File: config.mk
export PLATFORM = sky130hd
export DESIGN_NAME = adc_axis_packer_flat
export DESIGN_NICKNAME = d
export VERILOG_FILES = /design/src/rtl/adc_axis_packer_if.sv /design/src/rtl/adc_axis_packer.sv /design/src/flat_wrapper.sv
export SDC_FILE = /design/constraint.sdc
export NUM_CORES = 1
export LEC_CHECK = 0
export ABC_AREA = 1
export CAP_MARGIN = 0
export CORE_ASPECT_RATIO = 1.1
export CORE_MARGIN = 2
export CORE_UTILIZATION = 38
export DETAILED_ROUTE_END_ITERATION = 12
export SETUP_SLACK_MARGIN = 0.4
export SLEW_MARGIN = 10
export SYNTH_ARGS = -nofsm -noshare
export SYNTH_HDL_FRONTEND = slang
export SYNTH_SLANG_ARGS = --single-unit
File: constraint.sdc
create_clock -name m00_axis_aclk -period 2.8 [get_ports m00_axis_aclk]
set_clock_uncertainty 0.1 [all_clocks]
set_input_delay 0.56 -clock m00_axis_aclk [delete_from_list [all_inputs] [get_ports m00_axis_aclk]]
set_output_delay 0.56 -clock m00_axis_aclk [all_outputs]
set_load 0.1 [all_outputs]
File: src/rtl/adc_axis_packer_if.sv
// AXI4-Stream master channel carrying
// packed ADC samples.
interface adc_axis_packer_if #(
  parameter int DW = 32
);
  logic          m00_axis_tvalid;
  logic          m00_axis_tready;
  logic          m00_axis_tlast;
  logic [DW-1:0] m00_axis_tdata;
  logic [DW/8-1:0] m00_axis_tstrb;

  modport master (
    output m00_axis_tvalid,
    output m00_axis_tlast,
    output m00_axis_tdata,
    output m00_axis_tstrb,
    input  m00_axis_tready
  );

  modport slave (
    input  m00_axis_tvalid,
    input  m00_axis_tlast,
    input  m00_axis_tdata,
    input  m00_axis_tstrb,
    output m00_axis_tready
  );
endinterface

File: src/rtl/adc_axis_packer.sv
// ADC sample scaler and AXIS frame packer
// behind a first-word-fall-through FIFO.
module adc_axis_packer #(
  parameter int C_M00_AXIS_TDATA_WIDTH = 32,
  parameter int FIFO_DEPTH = 8,
  parameter int FRAME_LEN  = 256
) (
  input  logic        m00_axis_aclk,
  input  logic        m00_axis_aresetn,
  input  logic [7:0]  adc_data,
  input  logic        adc_valid,
  input  logic        enable,
  input  logic [3:0]  shift,
  adc_axis_packer_if.master m00_axis,
  output logic        overflow,
  output logic [15:0] drop_count
);

  localparam int DW = C_M00_AXIS_TDATA_WIDTH;
  localparam int AW = $clog2(FIFO_DEPTH);
  localparam int CW = AW + 1;
  localparam int FW =
    (FRAME_LEN > 1) ? $clog2(FRAME_LEN) : 1;

  logic [DW:0]   r_mem [FIFO_DEPTH];
  logic [AW-1:0] r_wptr;
  logic [AW-1:0] r_rptr;
  logic [CW-1:0] r_count;
  logic [FW-1:0] r_frame;
  logic          r_overflow;
  logic [15:0]   r_drop_cnt;

  logic          w_valid;
  logic          w_pop;
  logic          w_req;
  logic          w_push;
  logic          w_drop;
  logic          w_full;
  logic          w_last;
  logic signed [7:0]    w_s8;
  logic signed [DW-1:0] w_ext;
  logic [DW-1:0] w_conv;
  logic [DW:0]   w_head;

  // Offset binary to two's complement,
  // widened with sign, then scaled.
  assign w_s8   = {~adc_data[7], adc_data[6:0]};
  assign w_ext  = DW'(w_s8);
  assign w_conv = w_ext << shift;

  assign w_full  = (r_count == CW'(FIFO_DEPTH));
  assign w_valid = (r_count != '0);
  assign w_pop   = w_valid
                 & m00_axis.m00_axis_tready;
  assign w_req   = adc_valid & enable;
  // A full FIFO still accepts when the head
  // leaves in the same cycle.
  assign w_push  = w_req & (~w_full | w_pop);
  assign w_drop  = w_req & ~w_push;
  assign w_last  =
    (r_frame == FW'(FRAME_LEN - 1));

  // Empty FIFO presents zeros rather than
  // whatever stale entry the pointer hits.
  assign w_head = w_valid ? r_mem[r_rptr] : '0;

  assign m00_axis.m00_axis_tvalid = w_valid;
  assign m00_axis.m00_axis_tlast  = w_head[DW];
  assign m00_axis.m00_axis_tdata  = w_head[DW-1:0];
  assign m00_axis.m00_axis_tstrb  = '1;

  assign overflow   = r_overflow;
  assign drop_count = r_drop_cnt;

  // Sample storage; contents need no reset,
  // the read side is gated by occupancy.
  always_ff @(posedge m00_axis_aclk) begin
    if (w_push) begin
      r_mem[r_wptr] <= {w_last, w_conv};
    end
  end

  // Pointers wrap naturally at FIFO_DEPTH.
  always_ff @(posedge m00_axis_aclk
              or negedge m00_axis_aresetn) begin
    if (!m00_axis_aresetn) begin
      r_wptr <= '0;
      r_rptr <= '0;
    end else begin
      if (w_push) r_wptr <= r_wptr + 1'b1;
      if (w_pop)  r_rptr <= r_rptr + 1'b1;
    end
  end

  // Occupancy; push with pop leaves it alone.
  always_ff @(posedge m00_axis_aclk
              or negedge m00_axis_aresetn) begin
    if (!m00_axis_aresetn) begin
      r_count <= '0;
    end else begin
      unique case ({w_push, w_pop})
        2'b10:   r_count <= r_count + 1'b1;
        2'b01:   r_count <= r_count - 1'b1;
        default: r_count <= r_count;
      endcase
    end
  end

  // Frame position of the next accepted
  // sample; disabling restarts the frame.
  always_ff @(posedge m00_axis_aclk
              or negedge m00_axis_aresetn) begin
    if (!m00_axis_aresetn) begin
      r_frame <= '0;
    end else if (!enable) begin
      r_frame <= '0;
    end else if (w_push) begin
      r_frame <= w_last ? '0
                        : r_frame + 1'b1;
    end
  end

  // Sticky overflow and saturating drops.
  always_ff @(posedge m00_axis_aclk
              or negedge m00_axis_aresetn) begin
    if (!m00_axis_aresetn) begin
      r_overflow <= 1'b0;
      r_drop_cnt <= '0;
    end else if (w_drop) begin
      r_overflow <= 1'b1;
      if (r_drop_cnt != 16'hFFFF) begin
        r_drop_cnt <= r_drop_cnt + 1'b1;
      end
    end
  end

endmodule

File: src/flat_wrapper.sv
// flat-port wrapper written by rule: the top's interface ports become plain ports
module adc_axis_packer_flat 
#(
  parameter int C_M00_AXIS_TDATA_WIDTH = 32,
  parameter int FIFO_DEPTH = 8,
  parameter int FRAME_LEN  = 256
)
  (m00_axis_aclk, m00_axis_aresetn, adc_data, adc_valid, enable, shift, overflow, drop_count, m00_axis_m00_axis_tvalid, m00_axis_m00_axis_tlast, m00_axis_m00_axis_tdata, m00_axis_m00_axis_tstrb, m00_axis_m00_axis_tready);
  adc_axis_packer_if #(.DW((32))) m00_axis_i ();
  input  logic m00_axis_aclk;
  input  logic m00_axis_aresetn;
  input  logic [7:0] adc_data;
  input  logic adc_valid;
  input  logic enable;
  input  logic [3:0] shift;
  output logic overflow;
  output logic [15:0] drop_count;
  output wire logic [$bits(m00_axis_i.m00_axis_tvalid)-1:0] m00_axis_m00_axis_tvalid;
  output wire logic [$bits(m00_axis_i.m00_axis_tlast)-1:0] m00_axis_m00_axis_tlast;
  output wire logic [$bits(m00_axis_i.m00_axis_tdata)-1:0] m00_axis_m00_axis_tdata;
  output wire logic [$bits(m00_axis_i.m00_axis_tstrb)-1:0] m00_axis_m00_axis_tstrb;
  input wire logic [$bits(m00_axis_i.m00_axis_tready)-1:0] m00_axis_m00_axis_tready;
  assign m00_axis_m00_axis_tvalid = m00_axis_i.m00_axis_tvalid;
  assign m00_axis_m00_axis_tlast = m00_axis_i.m00_axis_tlast;
  assign m00_axis_m00_axis_tdata = m00_axis_i.m00_axis_tdata;
  assign m00_axis_m00_axis_tstrb = m00_axis_i.m00_axis_tstrb;
  assign m00_axis_i.m00_axis_tready = m00_axis_m00_axis_tready;
  adc_axis_packer #(.C_M00_AXIS_TDATA_WIDTH(C_M00_AXIS_TDATA_WIDTH), .FIFO_DEPTH(FIFO_DEPTH), .FRAME_LEN(FRAME_LEN)) u_core (.m00_axis_aclk(m00_axis_aclk), .m00_axis_aresetn(m00_axis_aresetn), .adc_data(adc_data), .adc_valid(adc_valid), .enable(enable), .shift(shift), .m00_axis(m00_axis_i), .overflow(overflow), .drop_count(drop_count));
endmodule
# ---- Word level (Yosys, flattened, before mapping)
# Memory sizes are Yosys's and may differ from the RTL's.
# Cells that the tools add are included.
dict set report word_totals {
  ramBits 264
  register_bits 35
  output_inout_bits 55
  input_bits 17
  memories 1
}
# memory depth word_bits read_ports rd_clocked_by_memory_dff wr line_no
set mem_list {}
lappend mem_list {u_core.r_mem 8 33 1 0 1 adc_axis_packer.sv:25} ;# logic [DW:0] r_mem [FIFO_DEPTH];
dict set report classes {
  bitwise 8
  n_eq_ne 6
  add_sub_neg 6
  muxes 7
  shifts 1
  n_reduce_logical 3
}
# op n
set ops {}
lappend ops {{$mux 33} 1}
lappend ops {{$shl 32x4->32} 1}
lappend ops {{$mux 8} 3}
lappend ops {{$add 16x1->16 const B} 1}
lappend ops {{$ne 16x16->1 const B} 1}
lappend ops {{$add 8x1->8 const B} 1}
lappend ops {{$eq 8x8->1 const B} 1}
lappend ops {{$pmux 4 s2} 1}
lappend ops {{$add 3x1->3 const B} 2}
lappend ops {{$add 4x1->4 const B} 1}
lappend ops {{$and 1x1->1} 4}
lappend ops {{$eq 4x4->1 const B} 1}
lappend ops {{$reduce_bool 4->1} 1}
lappend ops {{$sub 4x1->4 const B} 1}
lappend ops {{$not 1->1} 3}
lappend ops {{$eq 2x1->1 const B} 1}
lappend ops {{$eq 2x2->1 const B} 1}
lappend ops {{$mux 1} 2}
lappend ops {{$ne 2x1->1 const B} 1}
lappend ops {{$reduce_and 2->1} 1}
lappend ops {{$reduce_bool 2->1} 1}
lappend ops {{$or 1x1->1} 1}

# ---- Longest topological paths before layout
# Gate-level depths: netlist of the first run.
dict set report depth {
  ltp_word 7
  depth_mapped 13
}

# ---- Worst setup path after synthesis of the first run
# Ideal clock, no wire load.
dict set report synth_path {
  kind {register to output}
  start {register u_core.r_rptr[0]}
  end {output m00_axis_m00_axis_tdata[23]}
  stages_incl_launch_ff 10
  n_path_buf 4
  arrival_time_ns 3.139
  slack_ns -0.999
  cell_sequence {dfrtp_1 > buf_6 > inv_4 > buf_4 > buf_4 > nor2_1 > o211ai_1 > nand2_1 > nor2_1 > buf_4}
}
dict set report synth_via {
  elab_chain_len 2
}
# item line_no
set synth_lines {}
lappend synth_lines {{start, declared} adc_axis_packer.sv:27} ;# logic [AW-1:0] r_rptr;
lappend synth_lines {{start signal, assigned} adc_axis_packer.sv:91} ;# if (w_pop) r_rptr <= r_rptr + 1'b1;
lappend synth_lines {{$mem_v2 8x33} -}
lappend synth_lines {{$mux 33} adc_axis_packer.sv:65} ;# assign w_head = w_valid ? r_mem[r_rptr] : '0;
lappend synth_lines {{end, declared} flat_wrapper.sv:20} ;# output wire logic [$bits(m00_axis_i.m00_axis_tdata)-1:0] m00_axis_m00_axis_tdata;
# No other way between the ends.

# ---- Worst setup path after layout of the first run
dict set report layout_path {
  start {register u_core.r_rptr[1]}
  end {output m00_axis_m00_axis_tdata[17]}
}
# Same word-level chain as after synthesis.

==> flow_metrics.tcl, run 1 <==
set metrics [dict create \
    yosys-top-cells-area "edfxtp_1 56%, dfrtp_1 8.5%, nor2_1 7.7%" \
    status "complete, no violations" \
    cts_made_buffers 24 \
    synth_edf_count 192 \
    finalSetupTns_ns 0 \
    drt_wl_total_um 27670 \
    drt_iter0_drc 677 \
    synth_top_area_share_pct 56.08 \
    root_buffer "clkbuf_16" \
    wl_met3_um 1620 \
    slew_headroom_pct 45.44 \
    dp_cells 1408 \
    port_buffers 67 \
    pre_cts_ws_ns 0.1267 \
    muxShareOfSynthArea_pct 0 \
    cp-start-kind "register" \
    grt_max_degree 39 \
    drt-met1-wl_um 11590 \
    criticalPathCategory "reg2out" \
    htreeDepth 1 \
    pin_count 72 \
    tritoncts "yes" \
    wl_met2_um 14120 \
    async_flop_share_pct 15.42 \
    synth_cell_types 36 \
    fin_crit_sh_pct 99.99 \
    maxCapViolCount 0 \
    rows 63 \
    final_area_sq_mm 0.01364 \
    hpwl_um 15250 \
    syn_to_final_growth_pct 32.69 \
    synthXorXnorAreaFrac_pct 1.107 \
    path_common_cell "buf_12" \
    dr_total_vias 7625 \
    reg2reg_depth 12 \
    top_layer_used "met4" \
    r2r-start "u_core.r_count[2]" \
    clock-sinks 227 \
    finalSetupViolations 0 \
    final_net_count 1133 \
    synth_top_family_by_area "simple AND/OR/NAND/NOR gates" \
    seq_area_frac_synth_pct 64.60 \
    synth_compound_area_share_pct 9.383 \
    min_period_ns 2.800 \
    seq_area_sq_mm 0.006650 \
    place_area_sq_mm 0.01201 \
    synth_area_sq_mm 0.01028 \
    crit_arrival_ns 2.14 \
    viasPerCell 5.138 \
    yosys.area_share.simple_pct 19.01 \
    rsz0062_at_grt "yes" \
    cp_max_fo 7 \
    antenna_cells 0 \
    worst_skew_pair.late_latency_ns 0.50 \
    worst_pin_slew_ns 0.8184 \
    crit_path_start "u_core.r_rptr[1]" \
    track_usage_pct 18.30 \
    overflow 0 \
    multi_input_area_sq_mm 0.003526 \
    gp_congestion 0.8252 \
    synthAdderAreaFrac_pct 0.8519 \
    die_x_um 160.8 \
    final_cell_mix "192 x edfxtp_1, 189 x nand2_1, 150 x nor2_1" \
    grt_pass1_wl_um 40580 \
    worstPathCellList "buf_12, buf_12, buf_12, o21ai_1, o22ai_1, nor2_1, nor2_4, buf_12" \
    hold_class "in2async" \
    critPathCaptureType "output port" \
    layout_commonest_cell "edfxtp_1" \
    yosys_warnings 0 \
    postRouteAntennaNets 0 \
    critPathMaxStageDelay_ns 0.52 \
    syn_inst 996 \
    rrSetupSlack_ns 0.61 \
    clock_path_buffers 3 \
    firstDrtPassIters 7 \
    yosys.area.top_type "edfxtp_1" \
    initial_core_util_pct 38.36 \
    setup_ws_ns 0.0003688 \
    cp_slowest_cell "dfrtp_2" \
    drc_errors 0 \
    hold_viol 0 \
    slew_violations 0 \
    clkTransAtPathRegs_ns 0.06 \
    grt_antenna_before_repair 0 \
    synth_seq_cells 227 \
    fp.dieArea_sq_mm 0.02839 \
    layout-drive-gt1-share_pct 23.96 \
    synth.avg_cell_area_sq_um 10.32 \
    final_cells 1484 \
    nFillCells 2367 \
    grt_pass1_vias 7235 \
    die_h_um 176.5 \
    synth_ff_type "edfxtp_1" \
    r2r_end "u_core.r_count[2]" \
    fmax_mhz 357.2 \
    required_ns 2.14 \
    wl_per_cell_um 18.65 \
    core_area_sq_mm 0.02680 \
]
[worst max-delay path: cells and delay by family, from the launching register on]
family                 cells  cell delay [ns]
AO/OA/AOI/OAI              2             0.29
buffers and inverters      4             0.60
flip-flops                 1             0.52
AND/OR/NAND/NOR            2             0.22
[flip-flops by register name, summed over array words and instances (netlist names)]
signal,flops
u_core.r_frame,8
u_core.overflow,1
u_core.r_wptr,3
u_core.r_mem,192
u_core.drop_count,16
u_core.r_rptr,3
u_core.r_count,4
[logic make-up (layout without fill, tap and decap cells)]
logic type,Yosys count,in the layout
other,1,4
buffers and inverters,100,228
xor gates and xnor gates,13,13
adders and majority gates,7,7
DFF,227,227
AOI/OAI and AO/OA,171,171
and+or+nand+nor,477,477
[repair_timing]
| item | CTS | global route |
|---|---|---|
| setup buffers | 7 | 7 |
| endpoints found under the setup margin | 34 | 34 |
| gates cloned | 7 | 11 |
| pin swaps | 13 | 25 |
| gates resized for setup | 74 | 60 |
| hold buffers | 0 | 0 |
[per-stage QoR]
stage | util, % | hold slack, ns
floorplan | - | 0.1644
global placement | 44.80 | 0.3583
detailed placement | 44.80 | 0.3578
CTS | 49.33 | 0.07293
global route | 50.90 | 0.09541
finish | 50.90 | 0.04385
[layer usage]
metal	global-route usage, %	vias to the layer above
met2	32.31	232
met1	24.07	3717
met3	2.467	26
met4	4.278	0
li1	-	3650
met5	0	-
[synth_stat cells, types with 2 or more instances]
library cell and count:
clkbuf_1 23, o21ai_0 97, inv_1 33, buf_1 2, dfrtp_1 35, nor2_2 5, buf_6 5, xnor2_1 8
nand3_1 47, a21oi_1 9, buf_2 10, o211ai_1 25, inv_2 3, edfxtp_1 192, nor2_1 211, o21ai_2 4
nand2_2 7, o22ai_1 24, ha_1 7, clkinv_1 3, nand2_4 2, nand2_1 189, nand3_2 2, nor2_4 2
buf_4 19, or2_2 2, nor3_1 3, o21ai_1 11, xor2_1 5, nand4_1 5
[how the worst max path moves through the flow]
stage                                  end  slack (ns)
2_1_floorplan           u_core.r_mem[0][0]        0.02
3_3_place_gp             u_core.r_count[2]        0.20
3_5_place_dp             u_core.r_count[2]        0.13
4_1_cts        m00_axis_m00_axis_tdata[11]       -0.02
5_1_grt        m00_axis_m00_axis_tdata[12]       -0.12
6_report       m00_axis_m00_axis_tdata[17]      0.0004
[final cells by class]
| type | instances | area share, % |
|---|---|---|
| clock buffer | 34 | 4.980 |
| clock inverter | 10 | 0.3394 |
| inverter | 40 | 1.229 |
| multi-input combinational | 672 | 25.85 |
| sequential | 227 | 48.75 |
| tap | 357 | 3.274 |
| timing repair buffer | 142 | 15.44 |
| timing repair inverter | 2 | 0.1467 |
Power of run 1 is not shown: default switching activity piles up to over one toggle a cycle in this logic, so the estimate is an artifact.
==> run 2, diff against run 1 <==
--- a/config.mk
+++ b/config.mk
@@ -6,7 +6,6 @@
 export NUM_CORES = 1
 export LEC_CHECK = 0
 export ABC_AREA = 1
-export CAP_MARGIN = 0
 export CORE_ASPECT_RATIO = 1.1
 export CORE_MARGIN = 2
 export CORE_UTILIZATION = 38
==> results of run 2 <==
Same layout as run 1: the final DEF is identical, and so are final timing and power.
Power of run 2 is left out for the same reason.
==> run 3, diff against run 2 <==
--- a/config.mk
+++ b/config.mk
@@ -6,12 +6,12 @@
 export NUM_CORES = 1
 export LEC_CHECK = 0
 export ABC_AREA = 1
+export CAP_MARGIN = 30
 export CORE_ASPECT_RATIO = 1.1
 export CORE_MARGIN = 2
 export CORE_UTILIZATION = 38
 export DETAILED_ROUTE_END_ITERATION = 12
 export SETUP_SLACK_MARGIN = 0.4
-export SLEW_MARGIN = 10
 export SYNTH_ARGS = -nofsm -noshare
 export SYNTH_HDL_FRONTEND = slang
 export SYNTH_SLANG_ARGS = --single-unit
==> results of run 3 <==
Same layout as run 1: the final DEF is identical, and so are final timing and power.
Power of run 3 is left out for the same reason.
